**config.mk**
```make
export PLATFORM = sky130hd
export DESIGN_NAME = data_cache
export DESIGN_NICKNAME = d
export VERILOG_FILES = /design/src/rtl/data_cache.sv
export SDC_FILE = /design/constraint.sdc
export NUM_CORES = 1
export LEC_CHECK = 0
export CORE_UTILIZATION = 43
export DETAILED_ROUTE_END_ITERATION = 7
export PLACE_DENSITY = 0.73
export SKIP_CTS_REPAIR_TIMING = 1
export SLEW_MARGIN = 20
export SYNTH_ARGS = -nofsm -noshare
export SYNTH_HDL_FRONTEND = slang
export SYNTH_SLANG_ARGS = --single-unit
```
**constraint.sdc**
```tcl
create_clock -name Clk -period 6.45 [get_ports Clk]
set_input_delay 1.935 -clock Clk [delete_from_list [all_inputs] [get_ports Clk]]
set_output_delay 1.935 -clock Clk [all_outputs]
set_load 0.005 [all_outputs]
```
**src/rtl/data_cache.sv**
```systemverilog
// Direct-mapped write-through, no-write-allocate D-cache; read hits 0-wait, misses fill 4 words.
// Writes go through to memory and complete with m_ready; the CPU is stalled via c_ready=0.
module data_cache #(
    parameter int WORD_SIZE   = 16,
    parameter int INDEX_BITS  = 3,
    parameter int OFFSET_BITS = 2
) (
    input  logic                 Clk,
    input  logic                 Reset_N,
    input  logic                 c_readM,
    input  logic                 c_writeM,
    input  logic [WORD_SIZE-1:0] c_address,
    input  logic [WORD_SIZE-1:0] c_wdata,
    output logic [WORD_SIZE-1:0] c_rdata,
    output logic                 c_ready,
    output logic                 m_readM,
    output logic                 m_writeM,
    output logic [WORD_SIZE-1:0] m_address,
    output logic [WORD_SIZE-1:0] m_wdata,
    input  logic [WORD_SIZE-1:0] m_rdata,
    input  logic                 m_ready,
    output logic [15:0]          hit_count,
    output logic [15:0]          miss_count
);
    localparam int TAG_BITS = WORD_SIZE - INDEX_BITS - OFFSET_BITS;
    localparam int LINES    = 1 << INDEX_BITS;
    localparam int WORDS    = 1 << OFFSET_BITS;

    typedef enum logic [1:0] {IDLE, FILL, WRITE} state_t;

    state_t state, state_nxt;

    logic [LINES-1:0]       valid;
    logic [TAG_BITS-1:0]    tags [LINES];
    logic [WORD_SIZE-1:0]   data [LINES][WORDS];
    logic [OFFSET_BITS-1:0] cnt;
    logic                   just_filled;

    logic [OFFSET_BITS-1:0] off;
    logic [INDEX_BITS-1:0]  idx;
    logic [TAG_BITS-1:0]    tag;
    logic                   hit;
    logic                   rd_req;

    assign off    = c_address[OFFSET_BITS-1:0];
    assign idx    = c_address[OFFSET_BITS+INDEX_BITS-1:OFFSET_BITS];
    assign tag    = c_address[WORD_SIZE-1:OFFSET_BITS+INDEX_BITS];
    assign hit    = valid[idx] && (tags[idx] == tag);
    // A simultaneous read+write request is handled as a write.
    assign rd_req = c_readM && !c_writeM;

    always_ff @(posedge Clk or negedge Reset_N) begin
        if (!Reset_N) state <= IDLE;
        else          state <= state_nxt;
    end

    always_comb begin
        state_nxt = state;
        unique case (state)
            IDLE: begin
                if (c_writeM)           state_nxt = WRITE;
                else if (c_readM && !hit) state_nxt = FILL;
            end
            FILL:    if (m_ready && (&cnt)) state_nxt = IDLE;
            WRITE:   if (m_ready)           state_nxt = IDLE;
            default: state_nxt = IDLE;
        endcase
    end

    always_comb begin
        c_ready   = 1'b0;
        c_rdata   = '0;
        m_readM   = 1'b0;
        m_writeM  = 1'b0;
        m_address = '0;
        m_wdata   = '0;
        unique case (state)
            IDLE: begin
                if (rd_req && hit) begin
                    c_ready = 1'b1;
                    c_rdata = data[idx][off];
                end
            end
            FILL: begin
                m_readM   = 1'b1;
                m_address = {tag, idx, cnt};
            end
            WRITE: begin
                m_writeM  = 1'b1;
                m_address = c_address;
                m_wdata   = c_wdata;
                c_ready   = m_ready;
            end
            default: ;
        endcase
    end

    // Control state and statistics.
    always_ff @(posedge Clk or negedge Reset_N) begin
        if (!Reset_N) begin
            valid       <= '0;
            cnt         <= '0;
            just_filled <= 1'b0;
            hit_count   <= '0;
            miss_count  <= '0;
        end else begin
            if (c_ready) just_filled <= 1'b0;
            if (state == IDLE && rd_req) begin
                if (hit) begin
                    if (!just_filled) hit_count <= hit_count + 16'd1;
                end else begin
                    cnt        <= '0;
                    miss_count <= miss_count + 16'd1;
                end
            end
            if (state == FILL && m_ready) begin
                cnt <= cnt + OFFSET_BITS'(1);
                if (&cnt) begin
                    valid[idx]  <= 1'b1;
                    just_filled <= 1'b1;
                end
            end
        end
    end

    // Tag and data arrays carry no reset; the valid bits guard them.
    always_ff @(posedge Clk) begin
        if (state == FILL && m_ready) begin
            data[idx][cnt] <= m_rdata;
            if (&cnt) tags[idx] <= tag;
        end
        if (state == WRITE && m_ready && hit) begin
            data[idx][off] <= c_wdata;
        end
    end
endmodule

```
==> results of run 1 <==
## power groups by stage
stage	Clock, mW	Combinational, mW	Sequential (mW)
floorplan	0	0.384	4.74
global placement	0	0.848	4.74
detailed placement	0	0.863	4.74
CTS	3.85	0.869	4.66
global route	4.00	0.945	4.66
finish	3.81	0.885	4.66
## critical path, stage by stage
cell and delay (ns):
buf_8 0.09, buf_12 0.12, mux4_2 0.49, mux2i_2 0.20
xor2_1 0.24, nand2_1 0.13, or4b_4 0.55, or4_4 0.53
buf_12 0.18, buf_8 0.13, buf_6 0.11, a211oi_2 0.12
buf_2 0.14
## cells in the final DEF (no fill, tap or decap), types with 13 or more instances in the layout
cell type        Yosys  layout
edfxtp_1           600     600
o22ai_1            229     229
buf_4                2     183
clkdlybuf4s50_1      0     113
clkbuf_16            0      70
mux2_2              67      67
nor2_1              61      58
dfrtp_1             45      45
nor4_1              43      43
and2_1              32      32
xor2_1              32      32
nand2_1             36      31
buf_12               0      31
mux4_2              25      25
mux2i_1             26      24
nor3_1              17      17
clkinv_1             0      16
inv_1               14      14
or4_1               15      14
nand3_1             13      13
clkbuf_1            49      13
## worst min-delay path by stage
stage	slack, ns	from	depth (start not counted)	to
after floorplan	0.43	valid[4]	1	valid[4]
after global placement	0.45	valid[6]	1	valid[6]
after detailed placement	0.46	miss_count[15]	1	miss_count[15]
after CTS	0.47	miss_count[15]	1	miss_count[15]
after global routing	0.49	valid[7]	1	valid[7]
final	0.46	miss_count[15]	1	miss_count[15]
## sequential cells by signal (all words and copies together) (netlist names)
signal       cells
data           512
tags            88
hit_count       16
miss_count      16
valid            8
cnt              2
state            2
just_filled      1
## cell type report
class / instances / area, µm² / area share
Sequential cell: 645 / 19100 / 0.603
Multi-Input combinational cell: 773 / 5970 / 0.188
Timing Repair Buffer: 363 / 3460 / 0.109
Clock buffer: 81 / 1750 / 0.0552
Tap cell: 765 / 957 / 0.0302
Clock inverter: 37 / 405 / 0.0128
Inverter: 14 / 52.6 / 0.00166
## layer usage
layer / vias to the layer above / share of wire
met1: 8093 / 0.38
met5: - / 0.00042
li1: 6873 / -
met4: 6 / 0.032
met3: 162 / 0.11
met2: 1017 / 0.48
## per-stage QoR
step	setup WS [ns]	setup TNS [ns]	hold slack [ns]
2_1_floorplan	0.00182	0	0.434
3_3_place_gp	-0.805	-12.04	0.451
3_5_place_dp	-0.802	-12.32	0.456
4_1_cts	-0.821	-12.79	0.468
5_1_grt	-0.532	-7.34	0.489
6_report	-0.462	-6.17	0.465
## cell families (layout without fill, tap and decap cells)
family          after synthesis  in the layout  share of synthesized area
compound gates              313            313                     0.0795
xor+xnor                     38             38                     0.0131
fa+ha+maj                     9              9                    0.00443
buf+inv                     105            495                     0.0189
flops                       645            645                      0.753
mux                         130            130                     0.0688
simple gates                283            283                     0.0626
==> impl_results.md, run 1 <==
* Status: complete, but fails checks
* Failing checks: negative setup slack
* Crit end category: output port
* Final std cells w/o fill at 2678
* Cell accounting for the most synthesized area: edfxtp_1
* Met3 usage at 0.0558
* Vias in the first global route at 15900
* Clock Latency Late Sink at 0.61 ns
* Gr busiest metal: met2
* Worst VDD drop at 0.207 mV
* Final Hold Viols at 0
* Most frequent cell after synthesis: edfxtp_1
* Post-route setup slack at -0.462 ns
* Worst slew margin at 0.293
* Reg2reg end: data[1][39]
* Fmax at about 140 MHz
* Finish-stage setup viols at 17
* Largest net degree at the start of global routing at 46
* Total GRT Usage at 0.229
* Clock slew at reported path FFs at 0.06 ns
* Design Power at 9.35 mW
* CTS buffer count at between 60 and 70
* Post-layout min period at about 6.9 ns
* Max Cap Viol at 0
* Hold Crit Class: reg2reg
* Die height at about 250 µm
* Synth cell types at 61
* Worst-path fanout max at 6
* Wirelength per Cell at between 20 and 30 µm
* H-tree level count at 3
* Clock Tree Buf Depth at 3
* Fill count at about 4400
* Worst setup endpoint: c_rdata[7]
* Reg2reg start: tags[3][6]
* Detailed Route Iter0 Violations at 1823
* Logic pwr share at 0.095
* Ports at 136
* Power Density at 295 nW/µm²
* Async set or reset register ratio after synthesis at 0.0698
* Final worst path period share at 1.07
* Met1 Use GR at 0.304
* Total number of vias at 16200
* Yosys warning count at 0
* Post-synth top cells: 600 x edfxtp_1, 229 x o22ai_1, 67 x mux2_2
* Reg-to-reg setup timing slack at about 2.4 ns
* DRT Pass-1 Iters at 7
* Vias per cell at 6.03
* Switch share at 0.219
* IO Port Bufs at about 140
* Synth Area per Inst at 16.7 µm²
* Post-DP HPWL at 44100 µm
* Primary FF master, synth: edfxtp_1
* Placed Area at 29300 µm²
* Seq pwr share at 0.498
* Clock Skew at 0.0240 ns
* Sequential share of the synthesized area at 0.753
* Pint at 7.30 mW
* Placed Instances at between 2000 and 3000
* Static leakage at 11.1 nW
* Post-route cell area at 31700 µm²
* Register bit count reported by yosys at 645
* Clock power share at 0.407
* Post-synth top area share at 0.708
* Core box area at between 50000 and 60000 µm²
* Kind of critical path: in2out
* EDFF count, synth at 600
* Switching pwr at 2.05 mW
* Reg2Reg Depth at 10
* Post-Synthesis Cells at 1523
* Die Area at 60100 µm²
* Finished Core Util at 0.547
* Initial antenna violation count at 3
* Mapped Area at around 25000 µm²
* Num rows at 88
* Slew @ Worst Pin at about 1.1 ns
* # diodes at 0
* RD Place Congestion at 0.858
* # clock sinks at 645
* Wirelength, routed at around 70000 µm
* Root Buffer: clkbuf_16
* Synth top area cells: edfxtp_1 71%, o22ai_1 5.6%, dfrtp_1 4.4%
* First-pass GRT wire length at 101000 µm
* Worst path arrival time at 4.98 ns
* Global Route met2 Usage at 0.366
* Nets at 1925
* DRC errors left at 0
* RSZ-0062 raised after global routing: true
* Final Slew Violations at 0
* Initial core utilization at 0.438
* Syn nets at 1585
* GRT Residual Overflow at 0
* Area growth syn-to-layout at 24.8%
* Crit path launch: c_address[2]
* CP startpoint kind: primary input
* Antenna viol nets, final at 0
* Worst Path Required at 4.51 ns
* Layout cells sized above 1 at 0.257
* CTS tree: yes
* Die W at 245 µm
Power figures use the tool's default switching activity.
==> run 2, diff against run 1 <==
--- a/config.mk
+++ b/config.mk
@@ -8,7 +8,6 @@
 export CORE_UTILIZATION = 43
 export DETAILED_ROUTE_END_ITERATION = 7
 export PLACE_DENSITY = 0.73
-export SKIP_CTS_REPAIR_TIMING = 1
 export SLEW_MARGIN = 20
 export SYNTH_ARGS = -nofsm -noshare
 export SYNTH_HDL_FRONTEND = slang
==> impl_results.md, run 2 (same netlist as run 1, synthesis figures left out) <==
* Worst path arrival time at 5.03 ns (+0.05 ns)
* Worst-path fanout max at 6 (unchanged)
* Commonest non-fill, non-tap cell in the layout: edfxtp_1
* Largest net degree at the start of global routing at 46 (unchanged)
* CP startpoint kind: primary input
* Slew @ Worst Pin at 1.04 ns (-0.0249 ns)
* Slowest-stage cell, CP: or4b_4
* Root Buffer: clkbuf_16
* Hold Path Sink: miss_count[15]
* Die height at 245 µm (unchanged)
* Largest registers: data: 512 flops, tags: 88 flops
* Worst hold start: miss_count[15]
* Logic pwr share at 0.099 (+0.004)
* Seq pwr share at 0.495 (-0.003)
* Clock Skew at 0.0245 ns (+0.000546 ns)
* Reg2reg end: hit_count[3]
* Wirelength per Cell at 26.0 µm (+0.64%)
* Clock Latency Late Sink at 0.61 ns (about the same)
* Hold Crit Class: reg2reg
* CP Buf/Inv Count at 6 (unchanged)
* DRC errors left at 0 (unchanged)
* Reg-to-reg setup timing slack at 1.30 ns (-1.14 ns)
* CTS buffer count at 66 (unchanged)
* Num rows at 88 (unchanged)
* Design Power at 9.41 mW (+0.61%)
* Fill count at 4344 (-0.96%)
* Crit-path most repeated cell: buf_6
* # diodes at 0 (unchanged)
* Clock Tree Buf Depth at 3 (unchanged)
* Register with the most flip-flops: data
* Most frequent cells in the layout: 600 x edfxtp_1, 229 x o22ai_1, 220 x buf_4
* Die W at 245 µm (unchanged)
* Max reg flops at 512 (unchanged)
* Layout cells sized above 1 at 0.277 (+0.0207)
* Detailed Route Iter0 Violations at 1858 (+1.9%)
* Kind of critical path: in2out
* Switch share at 0.220 (+0.00128)
* Static leakage at 11.3 nW (+1.9%)
* Hold Slack at 0.467 ns (+0.00226 ns)
* # clock sinks at 645 (unchanged)
* Antenna viol nets, final at 0 (unchanged)
* CTS tree: yes
* IO Port Bufs at 135 (unchanged)
* First-pass GRT wire length at 104000 µm (+3.4%)
* Final Hold Viols at 0 (unchanged)
* Fmax at 144 MHz (-0.76%)
* Final Slew Violations at 0 (unchanged)
* Final worst path period share at 1.08 (+0.00821)
* RSZ-0062 raised after global routing: true
* Clock slew at reported path FFs at 0.06 ns (about the same)
* Vias in the first global route at 16300 (+2.9%)
* Post-layout min period at 6.97 ns (+0.0530 ns)
* Pint at 7.34 mW (+0.45%)
* Worst VDD drop at 0.206 mV (-0.26%)
* Post-route setup slack at -0.515 ns (-0.0530 ns)
* Largest delay share family, worst path: simple AND/OR/NAND/NOR gates
* Worst Hold Path Cells at 1 (unchanged)
* Worst Path Required at 4.51 ns (about the same)
* Max Cap Viol at 0 (unchanged)
* Nets at 1959 (+1.8%)
* Initial antenna violation count at 2 (-1)
* RD Place Congestion at 0.858 (unchanged)
* Area growth syn-to-layout at 26.0%
* GRT Residual Overflow at 0 (unchanged)
* Core box area at 58000 µm² (unchanged)
* Clock power share at 0.406 (about the same)
* H-tree level count at 3 (unchanged)
* Post-DP HPWL at 44100 µm (unchanged)
* Reg2reg start: tags[2][1]
* Power Density at 294 nW/µm² (-0.37%)
* Critical path cell sequence: buf_8, buf_12, mux4_2, mux2i_2, xor2_1, nand2_1, buf_4, or4b_4, or4_4, buf_6, buf_6, a211oi_2, buf_2
* Crit end category: output port
* Worst slew margin at 0.310 (+0.0166)
* Total number of vias at 16200 (+0.57%)
* Ports at 136 (unchanged)
* Status: complete, but fails checks
* Reg2Reg Depth at 30 (+20)
* Switching pwr at 2.07 mW (+1.2%)
* Wirelength, routed at 70600 µm (+1.9%)
* Finish-stage setup viols at 17 (unchanged)
* Vias per cell at 5.99 (-0.69%)
* Die Area at 60100 µm² (unchanged)
* Initial core utilization at 0.438 (unchanged)
* DRT Pass-1 Iters at 8 (+1)
* Failing checks: negative setup slack
* CP max stage delay at 0.53 ns (-0.02 ns)
* Total GRT Usage at 0.237 (+0.00820)
## run 2: layout make-up
type                       count  area, µm²  area share
tap                          765        957      0.0299
inverter                      14       52.6     0.00164
clock buffer                  81       1750      0.0546
multi-input combinational    773       6060       0.189
sequential                   645      19100       0.597
clock inverter                37        405      0.0126
timing repair buffer         397       3680       0.115
## run 2: layer usage
layer  vias to the layer above  GRT usage  part of all wire
met3                       182     0.0682              0.11
met5                         -          0           0.00034
met1                      8159      0.305              0.38
met2                       966      0.379              0.47
met4                         4     0.0903             0.037
li1                       6932          -                 -
## run 2: worst max path at each step
stage	start	endpoint	slack [ns]	depth (start not counted)
3_5_place_dp	c_address[2]	c_rdata[0]	-0.80	11
6_report	c_address[2]	c_rdata[9]	-0.52	13
4_1_cts	c_address[2]	c_rdata[9]	-0.43	13
3_3_place_gp	c_address[2]	c_rdata[0]	-0.80	10
2_1_floorplan	c_address[2]	c_rdata[0]	0.002	9
5_1_grt	c_address[2]	c_rdata[9]	-0.60	13
## run 2: timing repair
action / CTS / global route
endpoints found under the setup margin: 17 / 32
gates resized for setup: 114 / 12
gates cloned: 3 / 1
pin swaps: 17 / 6
hold buffers: 0 / 0
setup buffers: 54 / 4
## run 2: metrics by stage
stage | area (µm²) | utilization | setup slack [ns] | instances | TNS (ns)
detailed placement | 29300 | 0.506 | -0.802 | 2544 | -12.32
global placement | 29300 | 0.506 | -0.805 | 2544 | -12.04
global route | 32000 | 0.552 | -0.598 | 2712 | -8.83
finish | 32000 | 0.552 | -0.515 | 2712 | -7.49
floorplan | 25500 | - | 0.00182 | 1523 | 0
CTS | 32100 | 0.553 | -0.433 | 2719 | -10.82
## run 2: power by group through the flow
stage | clock network (mW) | registers [mW] | logic [mW]
floorplan | 0 | 4.74 | 0.384
global placement | 0 | 4.74 | 0.848
detailed placement | 0 | 4.74 | 0.863
CTS | 3.85 | 4.66 | 0.925
global route | 4.01 | 4.66 | 0.996
finish | 3.82 | 4.66 | 0.930
==> run 3, diff against run 2 <==
--- a/config.mk
+++ b/config.mk
@@ -7,7 +7,8 @@
 export LEC_CHECK = 0
 export CORE_UTILIZATION = 43
 export DETAILED_ROUTE_END_ITERATION = 7
-export PLACE_DENSITY = 0.73
+export HOLD_SLACK_MARGIN = 0.03
+export PLACE_DENSITY = 0.7
 export SLEW_MARGIN = 20
 export SYNTH_ARGS = -nofsm -noshare
 export SYNTH_HDL_FRONTEND = slang
==> constraint.sdc (replaced) <==
create_clock -name Clk -period 6.79 [get_ports Clk]
set_input_delay 2.037 -clock Clk [delete_from_list [all_inputs] [get_ports Clk]]
set_output_delay 2.037 -clock Clk [all_outputs]
set_load 0.005 [all_outputs]
==> impl_results.md, run 3 (same netlist as run 1, synthesis figures left out) <==
* Fmax at 143 MHz
* Commonest non-fill, non-tap cell in the layout: edfxtp_1
* Root Buffer: clkbuf_16
* Final Hold Viols at 0 (unchanged)
* Worst slew margin at 0.271 (-0.0384)
* Wirelength, routed at 70000 µm (-0.79%)
* Static leakage at 11.1 nW (-1.0%)
* RD Place Congestion at 0.905 (+5.4%)
* Critical path cell sequence: buf_12, buf_12, mux4_2, mux2i_1, xor2_1, nand2_1, or4b_4, or4_4, buf_12, buf_12, buf_8, a211oi_2, buf_2
* GRT Residual Overflow at 0 (unchanged)
* Vias in the first global route at 16200 (-1.0%)
* Reg-to-reg setup timing slack at 1.48 ns (+0.18 ns)
* Core box area at 58000 µm² (unchanged)
* Power Density at 280 nW/µm² (-4.7%)
* H-tree level count at 3 (unchanged)
* Die height at 245 µm (unchanged)
* Status: complete, but fails checks
* Finished Core Util at 0.549 (-0.00367)
* Area growth syn-to-layout at 25.2%
* Total number of vias at 16400 (+0.67%)
* Clock Tree Buf Depth at 3 (unchanged)
* Largest delay share family, worst path: simple AND/OR/NAND/NOR gates
* Slew @ Worst Pin at 1.09 ns (+0.0576 ns)
* Post-DP HPWL at 45200 µm (+2.7%)
* Final Slew Violations at 0 (unchanged)
* Post-route setup slack at -0.184 ns (+0.331 ns)
* Reg2reg end: hit_count[1]
* Most frequent cells in the layout: 600 x edfxtp_1, 229 x o22ai_1, 224 x buf_4
* Vias per cell at 6.05 (+0.93%)
* RSZ-0062 raised after global routing: true
* First-pass GRT wire length at 104000 µm (-0.67%)
* Largest net degree at the start of global routing at 46 (unchanged)
* Die Area at 60100 µm² (unchanged)
* Kind of critical path: in2out
* DRC errors left at 0 (unchanged)
* Final worst path period share at 1.03
* IO Port Bufs at 135 (unchanged)
* Worst path arrival time at 4.94 ns (-0.09 ns)
* Hold Path Sink: miss_count[15]
* Finish-stage setup viols at 16 (-1)
* Post-layout min period at 6.97 ns
* Pre-CTS WS at -0.665 ns (+0.138 ns)
* Max Cap Viol at 0 (unchanged)
* Crit end category: output port
* Die W at 245 µm (unchanged)
* Nets at 1953 (-0.31%)
* CP startpoint kind: primary input
* Clock Skew at 0.0294 ns (+0.00486 ns)
* Detailed Route Iter0 Violations at 1692 (-8.9%)
* Wirelength per Cell at 25.9 µm (-0.53%)
* Largest registers: data: 512 flops, tags: 88 flops
* Failing checks: negative setup slack
* Clock slew at reported path FFs at 0.06 ns (about the same)
* Ports at 136 (unchanged)
* Total GRT Usage at 0.235 (-0.00170)
* Slowest-stage cell, CP: or4b_4
* Fill count at 4493 (+3.4%)
* Num rows at 88 (unchanged)
* Reg2reg start: tags[3][7]
* Worst Hold Path Cells at 1 (unchanged)
* Register with the most flip-flops: data
* Initial antenna violation count at 1 (-1)
* Clock Latency Late Sink at 0.60 ns (about the same)
* Antenna viol nets, final at 0 (unchanged)
* CP Buf/Inv Count at 6 (unchanged)
* CTS Hold Buffers Added at 0 (unchanged)
* Hold Crit Class: reg2reg
* Initial core utilization at 0.438 (unchanged)
* Crit-path most repeated cell: buf_12
* Worst hold start: miss_count[15]
* Design Power at 8.91 mW (-5.4%)
* CTS tree: yes
* CP max stage delay at 0.51 ns (-0.02 ns)
* Worst-path fanout max at 6 (unchanged)
* Reg2Reg Depth at 33 (+10%)
* Setup TNS at -2.12 ns (+5.36 ns)
* Worst VDD drop at 0.249 mV (+21%)
* Worst Path Required at 4.75 ns (+0.24 ns)
* Max reg flops at 512 (unchanged)
* CTS buffer count at 66 (unchanged)
* DRT Pass-1 Iters at 5 (-3)
* Layout cells sized above 1 at 0.274 (-0.00350)
* Hold Slack at 0.466 ns (-0.00108 ns)
* # clock sinks at 645 (unchanged)
## run 3: cell count changes in the layout (fill, tap and decap cells not counted), sizes merged
cell,change
buf,-6
clkinv,-2
inv,-3
diode,+1
clkbuf,+3
## run 3: cell type report
| type | count | area (µm²) | share of cell area |
|---|---|---|---|
| Antenna cell | 1 | 2.50 | 0.0000786 |
| Clock buffer | 84 | 1770 | 0.0556 |
| Clock inverter | 32 | 374 | 0.0118 |
| Inverter | 14 | 52.6 | 0.00165 |
| Multi-Input combinational cell | 773 | 5990 | 0.188 |
| Sequential cell | 645 | 19100 | 0.601 |
| Tap cell | 765 | 957 | 0.0301 |
| Timing Repair Buffer | 391 | 3550 | 0.111 |
## run 3: where the power goes
part / internal, mW / switching (mW) / total (mW)
logic: 0.416 / 0.444 / 0.860
clock network: 2.15 / 1.47 / 3.62
registers: 4.39 / 0.0364 / 4.42
total: 6.96 / 1.95 / 8.91
## run 3: worst max path at each step
stage	depth (start not counted)	from	end	slack, ns
final	13	c_address[2]	c_rdata[3]	-0.18
after global routing	13	c_address[2]	c_rdata[9]	-0.30
after CTS	13	c_address[2]	c_rdata[2]	-0.30
after detailed placement	10	c_address[2]	c_rdata[2]	-0.66
after global placement	11	c_address[2]	c_rdata[7]	-0.63
after floorplan	11	c_address[3]	c_rdata[0]	0.02
## run 3: routing by layer
metal / up-vias / wire, µm / part of all wire / GRT usage
met4: 0 / 2690 / 0.038 / 0.0932
met3: 176 / 6650 / 0.095 / 0.0476
li1: 6914 / - / - / -
met5: - / 0 / 0 / 0
met2: 954 / 33300 / 0.47 / 0.377
met1: 8308 / 27400 / 0.39 / 0.315
## run 3: worst register-to-register path, delay by kind of cell (launching register included)
| family | cells | cell delay [ns] |
|---|---|---|
| simple gates | 3 | 0.48 |
| flops | 1 | 0.38 |
| buf+inv | 26 | 3.24 |
| mux | 3 | 0.91 |
| xor+xnor | 1 | 0.21 |
## run 3: per-stage QoR
stage / std cells / instance area, µm²
final: 2705 / 31800
after global routing: 2704 / 31800
after CTS: 2704 / 31700
after detailed placement: 2547 / 29300
after global placement: 2547 / 29300
after floorplan: 1523 / 25400
## run 3: repair_timing
action,CTS,global route
pin swaps,10,6
gates resized for setup,92,20
gates cloned,1,0
setup buffers,41,4
endpoints found under the setup margin,17,32
